==> src/rtl/neuron_tac_array.sv <==
// Multi-input TAC neuron: accumulates signed weighted pulses over a frame, then ReLU, shift, bias, saturate.
// Optional macro NEURON_ACC_SAT_EN: clamp the accumulator on every update instead of wrapping.
module neuron_tac_array #(
   parameter int N_IN      = 4,
   parameter int W_WIDTH   = 8,
   parameter int ACC_WIDTH = 18,
   parameter int FRAME_LEN = 16,
   parameter int SHIFT     = 2,
   parameter int OUT_WIDTH = 8
) (
   input  logic                      clk,
   input  logic                      rst,
   input  logic                      start,
   input  logic [N_IN*W_WIDTH-1:0]   win,
   input  logic [N_IN-1:0]           sign_w,
   input  logic [OUT_WIDTH-1:0]      bias,
   input  logic [N_IN-1:0]           tac_in,
   input  logic [N_IN-1:0]           sign_x,
   output logic                      busy,
   output logic [OUT_WIDTH-1:0]      dout,
   output logic                      dout_valid,
   input  logic                      dout_ready
);

   localparam int CNT_W = (FRAME_LEN > 1) ? $clog2(FRAME_LEN) : 1;
   localparam int SUM_W = W_WIDTH + $clog2(N_IN) + 2;
   localparam int Q_W   = ((ACC_WIDTH > OUT_WIDTH) ? ACC_WIDTH : OUT_WIDTH) + 1;
   localparam logic [CNT_W-1:0] CNT_LAST = CNT_W'(FRAME_LEN - 1);

   typedef enum logic [1:0] {
      S_IDLE  = 2'd0,
      S_ACCUM = 2'd1,
      S_POST  = 2'd2,
      S_HOLD  = 2'd3
   } state_t;

   state_t                        state_q, state_d;
   logic signed [ACC_WIDTH-1:0]   acc_q, acc_d;
   logic [CNT_W-1:0]              cnt_q, cnt_d;
   logic [N_IN*W_WIDTH-1:0]       w_q, w_d;
   logic [N_IN-1:0]               sw_q, sw_d;
   logic [OUT_WIDTH-1:0]          bias_q, bias_d;
   logic [OUT_WIDTH-1:0]          dout_q, dout_d;
   logic                          valid_q, valid_d;

   logic signed [SUM_W-1:0]       cycle_sum;
   logic signed [ACC_WIDTH-1:0]   acc_step;
   logic [ACC_WIDTH-1:0]          relu;
   logic [Q_W-1:0]                q;
   logic [OUT_WIDTH-1:0]          post_dout;

   // Signed contribution of this cycle's pulses using the captured weights and signs.
   always_comb begin
      cycle_sum = '0;
      for (int unsigned i = 0; i < N_IN; i++) begin
         if (tac_in[i]) begin
            if (sign_x[i] ^ sw_q[i])
               cycle_sum = cycle_sum - $signed(SUM_W'(w_q[i*W_WIDTH +: W_WIDTH]));
            else
               cycle_sum = cycle_sum + $signed(SUM_W'(w_q[i*W_WIDTH +: W_WIDTH]));
         end
      end
   end

`ifdef NEURON_ACC_SAT_EN
   localparam int EXT_W = ((ACC_WIDTH > SUM_W) ? ACC_WIDTH : SUM_W) + 2;
   localparam logic signed [EXT_W-1:0] ACC_MAX =
      signed'({{(EXT_W-ACC_WIDTH+1){1'b0}}, {(ACC_WIDTH-1){1'b1}}});
   localparam logic signed [EXT_W-1:0] ACC_MIN =
      signed'({{(EXT_W-ACC_WIDTH+1){1'b1}}, {(ACC_WIDTH-1){1'b0}}});
   logic signed [EXT_W-1:0] acc_sum;

   always_comb begin
      acc_sum = EXT_W'(acc_q) + EXT_W'(cycle_sum);
      if (acc_sum > ACC_MAX)
         acc_step = ACC_MAX[ACC_WIDTH-1:0];
      else if (acc_sum < ACC_MIN)
         acc_step = ACC_MIN[ACC_WIDTH-1:0];
      else
         acc_step = acc_sum[ACC_WIDTH-1:0];
   end
`else
   always_comb begin
      acc_step = acc_q + ACC_WIDTH'(cycle_sum);
   end
`endif

   // Post-processing is sized to Q_W so shift+bias never wraps before saturation.
   always_comb begin
      relu      = acc_q[ACC_WIDTH-1] ? '0 : acc_q;
      q         = Q_W'(relu >> SHIFT) + Q_W'(bias_q);
      post_dout = (|q[Q_W-1:OUT_WIDTH]) ? '1 : q[OUT_WIDTH-1:0];
   end

   always_comb begin
      state_d = state_q;
      acc_d   = acc_q;
      cnt_d   = cnt_q;
      w_d     = w_q;
      sw_d    = sw_q;
      bias_d  = bias_q;
      dout_d  = dout_q;
      valid_d = valid_q;
      case (state_q)
         S_IDLE: begin
            if (start) begin
               w_d     = win;
               sw_d    = sign_w;
               bias_d  = bias;
               acc_d   = '0;
               cnt_d   = '0;
               state_d = S_ACCUM;
            end
         end
         S_ACCUM: begin
            acc_d = acc_step;
            if (cnt_q == CNT_LAST)
               state_d = S_POST;
            else
               cnt_d = cnt_q + CNT_W'(1);
         end
         S_POST: begin
            dout_d  = post_dout;
            valid_d = 1'b1;
            state_d = S_HOLD;
         end
         S_HOLD: begin
            if (dout_ready) begin
               valid_d = 1'b0;
               state_d = S_IDLE;
            end
         end
         default: state_d = S_IDLE;
      endcase
   end

   always_ff @(posedge clk) begin
      if (rst) begin
         state_q <= S_IDLE;
         acc_q   <= '0;
         cnt_q   <= '0;
         w_q     <= '0;
         sw_q    <= '0;
         bias_q  <= '0;
         dout_q  <= '0;
         valid_q <= 1'b0;
      end else begin
         state_q <= state_d;
         acc_q   <= acc_d;
         cnt_q   <= cnt_d;
         w_q     <= w_d;
         sw_q    <= sw_d;
         bias_q  <= bias_d;
         dout_q  <= dout_d;
         valid_q <= valid_d;
      end
   end

   assign busy       = (state_q != S_IDLE);
   assign dout       = dout_q;
   assign dout_valid = valid_q;

endmodule
==> config.mk <==
export PLATFORM = sky130hd
export DESIGN_NAME = neuron_tac_array
export DESIGN_NICKNAME = d
export VERILOG_FILES = /design/src/rtl/neuron_tac_array.sv
export SDC_FILE = /design/constraint.sdc
export NUM_CORES = 1
export LEC_CHECK = 0
export CAP_MARGIN = 20
export CORE_MARGIN = 8
export CORE_UTILIZATION = 60
export CTS_CLUSTER_DIAMETER = 120
export DETAILED_ROUTE_END_ITERATION = 10
export PLACE_DENSITY = 0.84
export SYNTH_ARGS = -nofsm -noshare
export SYNTH_HDL_FRONTEND = slang
export SYNTH_SLANG_ARGS = --single-unit
==> constraint.sdc <==
create_clock -name clk -period 22.5 [get_ports clk]
set_input_delay 5.625 -clock clk [delete_from_list [all_inputs] [get_ports clk]]
set_output_delay 5.625 -clock clk [all_outputs]
set_load 0.05 [all_outputs]
== Word level (Yosys, flattened, before mapping) ==
Index checks and enable logic that the tools add are counted.

* Add/sub/neg operators: 10
* Multipliers: 0
* Div/mod/pow operators: 0
* Order comparisons: 0
* Equal/unequal tests: 8
* Shift-type cells: 0
* Muxes and demuxes: 21
* Bitwise logic cells: 4
* Reduce and logical (&&, ||, !) cells: 10

{| class="wikitable"
|+ Operators with widths
! cell !! count
|-
| $mux W12 || 8
|-
| $add A12 B9 Y12 || 3
|-
| $pmux W18 S2 || 1
|-
| $sub A12 B9 Y12 || 3
|-
| $add A18 B12 Y18 || 1
|-
| $mux W18 || 1
|-
| $mux W17 || 1
|-
| $add A15 B8 Y16 || 1
|-
| $reduce_or A11 Y1 || 1
|-
| $sub A1 B8 Y9 const A || 1
|-
| $mux W4 || 2
|-
| $mux W8 || 1
|-
| $ne A2 B2 Y1 const B || 4
|-
| $pmux W2 S4 || 1
|-
| $pmux W4 S2 || 1
|-
| $mux W2 || 3
|-
| $reduce_and A2 Y1 || 3
|-
| $reduce_and A3 Y1 || 2
|-
| $reduce_bool A2 Y1 || 3
|-
| $add A4 B1 Y4 const B || 1
|-
| $eq A2 B2 Y1 const B || 2
|-
| $eq A4 B4 Y1 const B || 1
|-
| $xor A1 B1 Y1 || 4
|-
| $eq A2 B1 Y1 const B || 1
|-
| 3 further kinds || 3
|}

* Bits in registers: 77
* Bits in latches: 0
* Memory bits (writable): 0
* ROM bits: 0
* Bits of input ports: 56
* Output and inout port bits: 10
* Logic and storage cells: 61
* Memories kept: 0

== Longest topological paths before layout ==
* Depth after elaboration: 14
* Depth in mapped cells: 42
* Depth with buffers taken out: 42

== Least setup slack after synthesis ==
No wires, ideal clock.

* Path type: input to register
* From: input sign_x[0]
* To: register acc_q[17]
* Data arrival time: 12.678 ns
* Required time: 22.437 ns
* Path slack: 9.760 ns
* Cell stages on the path: 35
* Path buffers: 0
* Path through: xnor2_2 nor2_1 xnor2_1 nor2_1 ha_1 nor2b_1 o21ai_0 a21boi_1 o21a_1 or3_1 a31o_2 ha_1 or3_1 o21ai_0 o311ai_2 xor2_1 mux2_2 ha_1 or2_2 a21oi_1 a31oi_1 xor2_1 nand2_1 xor2_1 xnor2_1 xnor2_1 ha_1 o21ai_0 o31ai_1 a21o_1 a21o_1 a21oi_1 xnor3_1 nor4_1 nand3b_1

* Cells in the longest elaborated chain, start to end: 14

{| class="wikitable"
|+ Ends and longest elaborated chain
! element !! RTL line !! source
|-
| start, declared || 18 || <nowiki>input logic [N_IN-1:0] sign_x,</nowiki>
|-
| $xor A1 B1 Y1 (*) || 57 || <nowiki>if (sign_x[i] ^ sw_q[i])</nowiki>
|-
| $mux W12 (*) || 57 ||
|-
| $mux W12 (*) || 56 || <nowiki>if (tac_in[i]) begin</nowiki>
|-
| $add A12 B9 Y12 or $sub A12 B9 Y12 (tied branches) || 60, 58 ||
|-
| $mux W12 || 57 ||
|-
| $mux W12 (*) || 56 ||
|-
| $add A12 B9 Y12 or $sub A12 B9 Y12 (tied branches) || 60, 58 ||
|-
| $mux W12 || 57 ||
|-
| $mux W12 (*) || 56 ||
|-
| $add A12 B9 Y12 or $sub A12 B9 Y12 (tied branches) || 60, 58 ||
|-
| $mux W12 || 57 ||
|-
| $mux W12 (*) || 56 ||
|-
| $add A18 B12 Y18 (*) || 84 || <nowiki>acc_step = acc_q + ACC_WIDTH'(cycle_sum);</nowiki>
|-
| $pmux W18 S2 (*) || 104 || <nowiki>case (state_q)</nowiki>
|-
| end signal, assigned || 140 || <nowiki>acc_q <= '0;</nowiki>
|-
| end signal, assigned || 149 || <nowiki>acc_q <= acc_d;</nowiki>
|-
| end, declared || 38 || <nowiki>logic signed [ACC_WIDTH-1:0] acc_q, acc_d;</nowiki>
|}

Every way passes the cells marked *; elsewhere a longest branch is shown, timed or not.
A chain may end at the register's enable or synchronous reset.

== Worst setup path in the final report ==
Same ends and word-level chain as after synthesis.

==> run_results.csv <==
group,metric,value,unit
outcome,status,"completed",
grt,grt_use_total,0.2218,
clocking,clk_pin_slew,0.09,ns
grt,grt_pass1_wl,26380,um
critical_path,r2r_cells,36,
synthesis,synth_compound_area_frac,0.2231,
die,io_pins,66,
detailed_routing,drc_errors,0,
clocking,cts_tree,"built",
critical_path,worst_setup_path_end_kind,"flip-flop",
timing,setup_violations,0,
clocking,root_buffer,"clkbuf_8",
critical_path,critical-path-slowest-cell,"xnor2_1",
grt,grt_max_degree,79,
timing,hold_violations,0,
die,die_area,14430,sq um
synthesis,yosysMostFrequentCell,"nand2_1",
critical_path,worstReg2RegStart,"w_q[0]",
synthesis,synth_simple_gate_area_frac,0.2002,
layout,area_growth,14.27,%
clocking,cts_made_buffers,9,
timing,relSlewSlack,0.3183,
clocking,htree_levels,3,
detailed_routing,routed-via-count,5952,
timing,fin_setup_tns,0,ns
detailed_routing,first_pass_iters,5,
synthesis,yosysWarningCount,0,
clocking,cts_hold_buf,0,
synthesis,synth_ff_type,"dfxtp_1",
timing,finalMaxSlewViolations,0,
critical_path,critPathRequiredTime,22.82,ns
critical_path,rrSetupSlack,14.18,ns
timing,worst_pin_slew,1.022,ns
clocking,clk_latency,0.37,ns
synthesis,synthAdderAreaFrac,0.1481,
synthesis,synth-edff-count,0,
place,placed_cells,1026,
synthesis,synth_top_area_cell,"dfxtp_1",
detailed_routing,drtIter0Drc,355,
layout,fin_area,7433,sq um
synthesis,synth_cell_types,61,
die,initial_core_util,0.6081,
grt,grt_pass1_vias,5669,
die,die_y,120.1,um
layout,final_cells,1043,
place,place_congestion,0.8927,
clocking,cts_sinks,77,
place,dp_hpwl,11690,um
synthesis,async_flop_share,0,
layout,antenna_cells,0,
timing,fmax,73.33,MHz
place,portBuffers,65,
synthesis,ys_ff_latch,77,
grt,grt_overflow_total,0,
critical_path,crit_start,"sign_x[0]",
layout,nets,1028,
clocking,cts_max_path_buffers,2,
layout,final_util,0.6949,
synthesis,synth_top_family_by_area,"compound AO/OA/AOI/OAI gates",
timing,fin_crit_sh,0.6061,
layout,drive_above_1_share,0.05537,
detailed_routing,wl_per_cell,15.14,um
synthesis,synth_top_area_share,0.2370,
synthesis,yosys-top-cells-count,"129 x nand2_1, 90 x a21oi_1, 77 x dfxtp_1",
die,core,10700,sq um
place,dpl_cell_area,7224,sq um
synthesis,synth-xor-area-share,0.1083,
detailed_routing,avgViaCountPerCell,5.707,
synthesis,syn_inst,850,
detailed_routing,wl,15790,um
layout,fillers,877,
critical_path,start_kind,"input pin",
timing,skew,0.01289,ns
synthesis,syn_nets,980,
synthesis,synthesis.area,6505,sq um
detailed_routing,drtAntennaViolNets,0,
synthesis,synth_area_leaders,"dfxtp_1 24%, ha_1 13%, nand2_1 7.4%, a21oi_1 6.9%, xnor2_1 6.3%",
critical_path,critPathKind,"input pin to flip-flop",
critical_path,crit_fanout,8,
critical_path,crit_top_cell,"ha_1",
clocking,cts-resized-gates,0,
clocking,post-cts-setup-buffer-count,0,
critical_path,cp-endpoint,"acc_q[17]",
flow_run,cap_violations,0,
critical_path,max_stage_delay,0.59,ns
grt,antenna_found_initial,0,
timing,grt_setup_unrepaired,"false",
timing,finalCriticalPeriod,13.64,ns
critical_path,cp.arrival,13.96,ns
die,chipWidth,120.1,um
min_path,hold_class,"flip-flop to flip-flop",
synthesis,synth_mux_area_frac,0.03539,
critical_path,r2r-end,"acc_q[17]",
synthesis,ys_seq_area_frac,0.2370,
die,num_rows,38,
synthesis,syn_area_per_cell,7.653,sq um
==> cells by family after synthesis <==
logic type	count (synthesis)
muxes	21
xor gates and xnor gates	78
and+or+nand+nor	290
buffers and inverters	81
adders and majority gates	74
DFF	77
AOI/OAI and AO/OA	229
==> cell usage in the layout (no fill, tap or decap), types with 13 or more instances in the layout <==
master,n
nand2_1,129
a21oi_1,89
xor2_1,29
mux2_2,13
o21ai_0,39
inv_1,47
a22oi_1,14
clkdlybuf4s50_1,64
nor2b_1,18
nor3_1,16
a21o_1,14
a211oi_1,14
ha_1,69
nor2_1,76
dfxtp_1,77
xnor2_1,47
==> cell type report <==
| type | instances | area, sq um | share of cell area |
|---|---|---|---|
| sequential | 77 | 1541 | 0.2074 |
| multi-input combinational | 692 | 4656 | 0.6263 |
| tap | 140 | 175.2 | 0.02357 |
| clock buffer | 9 | 123.9 | 0.01666 |
| clock inverter | 7 | 80.08 | 0.01077 |
| timing repair buffer | 69 | 673.1 | 0.09056 |
| inverter | 49 | 183.9 | 0.02474 |
==> sequential cells by signal, indices dropped and copies added (netlist names) <==
signal	flops
acc_q	18
bias_q	8
cnt_q	4
dout	8
dout_valid	1
state_q	2
sw_q	4
w_q	32
==> layer usage <==
metal / global-route usage / vias up / part of all wire
li1: - / 3049 / -
met1: 0.2637 / 2755 / 0.46
met2: 0.3912 / 118 / 0.48
met3: 0.04039 / 30 / 0.036
met4: 0.07884 / 0 / 0.028
met5: 0 / - / 0
==> worst max-delay path, delay by kind of cell <==
kind | cells | cell delay, ns
AO/OA/AOI/OAI | 11 | 2.25
XOR/XNOR | 8 | 1.97
adder cells (fa/ha/maj) | 4 | 1.24
buffers and inverters | 2 | 0.51
multiplexers | 3 | 0.95
AND/OR/NAND/NOR | 8 | 1.41
==> per-stage QoR <==
stage               setup WS [ns]  hold WS, ns
detailed placement          8.593       0.4499
global placement            8.768       0.4485
CTS                         8.865       0.4620
global route                8.029       0.4997
finish                      8.863       0.4624
floorplan                   9.760       0.4363
==> worst min-delay path by stage <==
| stage | from | end | slack (ns) | cells after the start |
|---|---|---|---|---|
| finish | w_q[9] | w_q[9] | 0.46 | 2 |
| global route | w_q[9] | w_q[9] | 0.50 | 2 |
| CTS | w_q[9] | w_q[9] | 0.46 | 2 |
| detailed placement | w_q[9] | w_q[9] | 0.45 | 2 |
| global placement | w_q[9] | w_q[9] | 0.45 | 2 |
| floorplan | w_q[9] | w_q[9] | 0.44 | 2 |
Power is left out: the tool's default activity adds up to more than one toggle a clock period on the data nets, which glitch-free logic cannot reach.
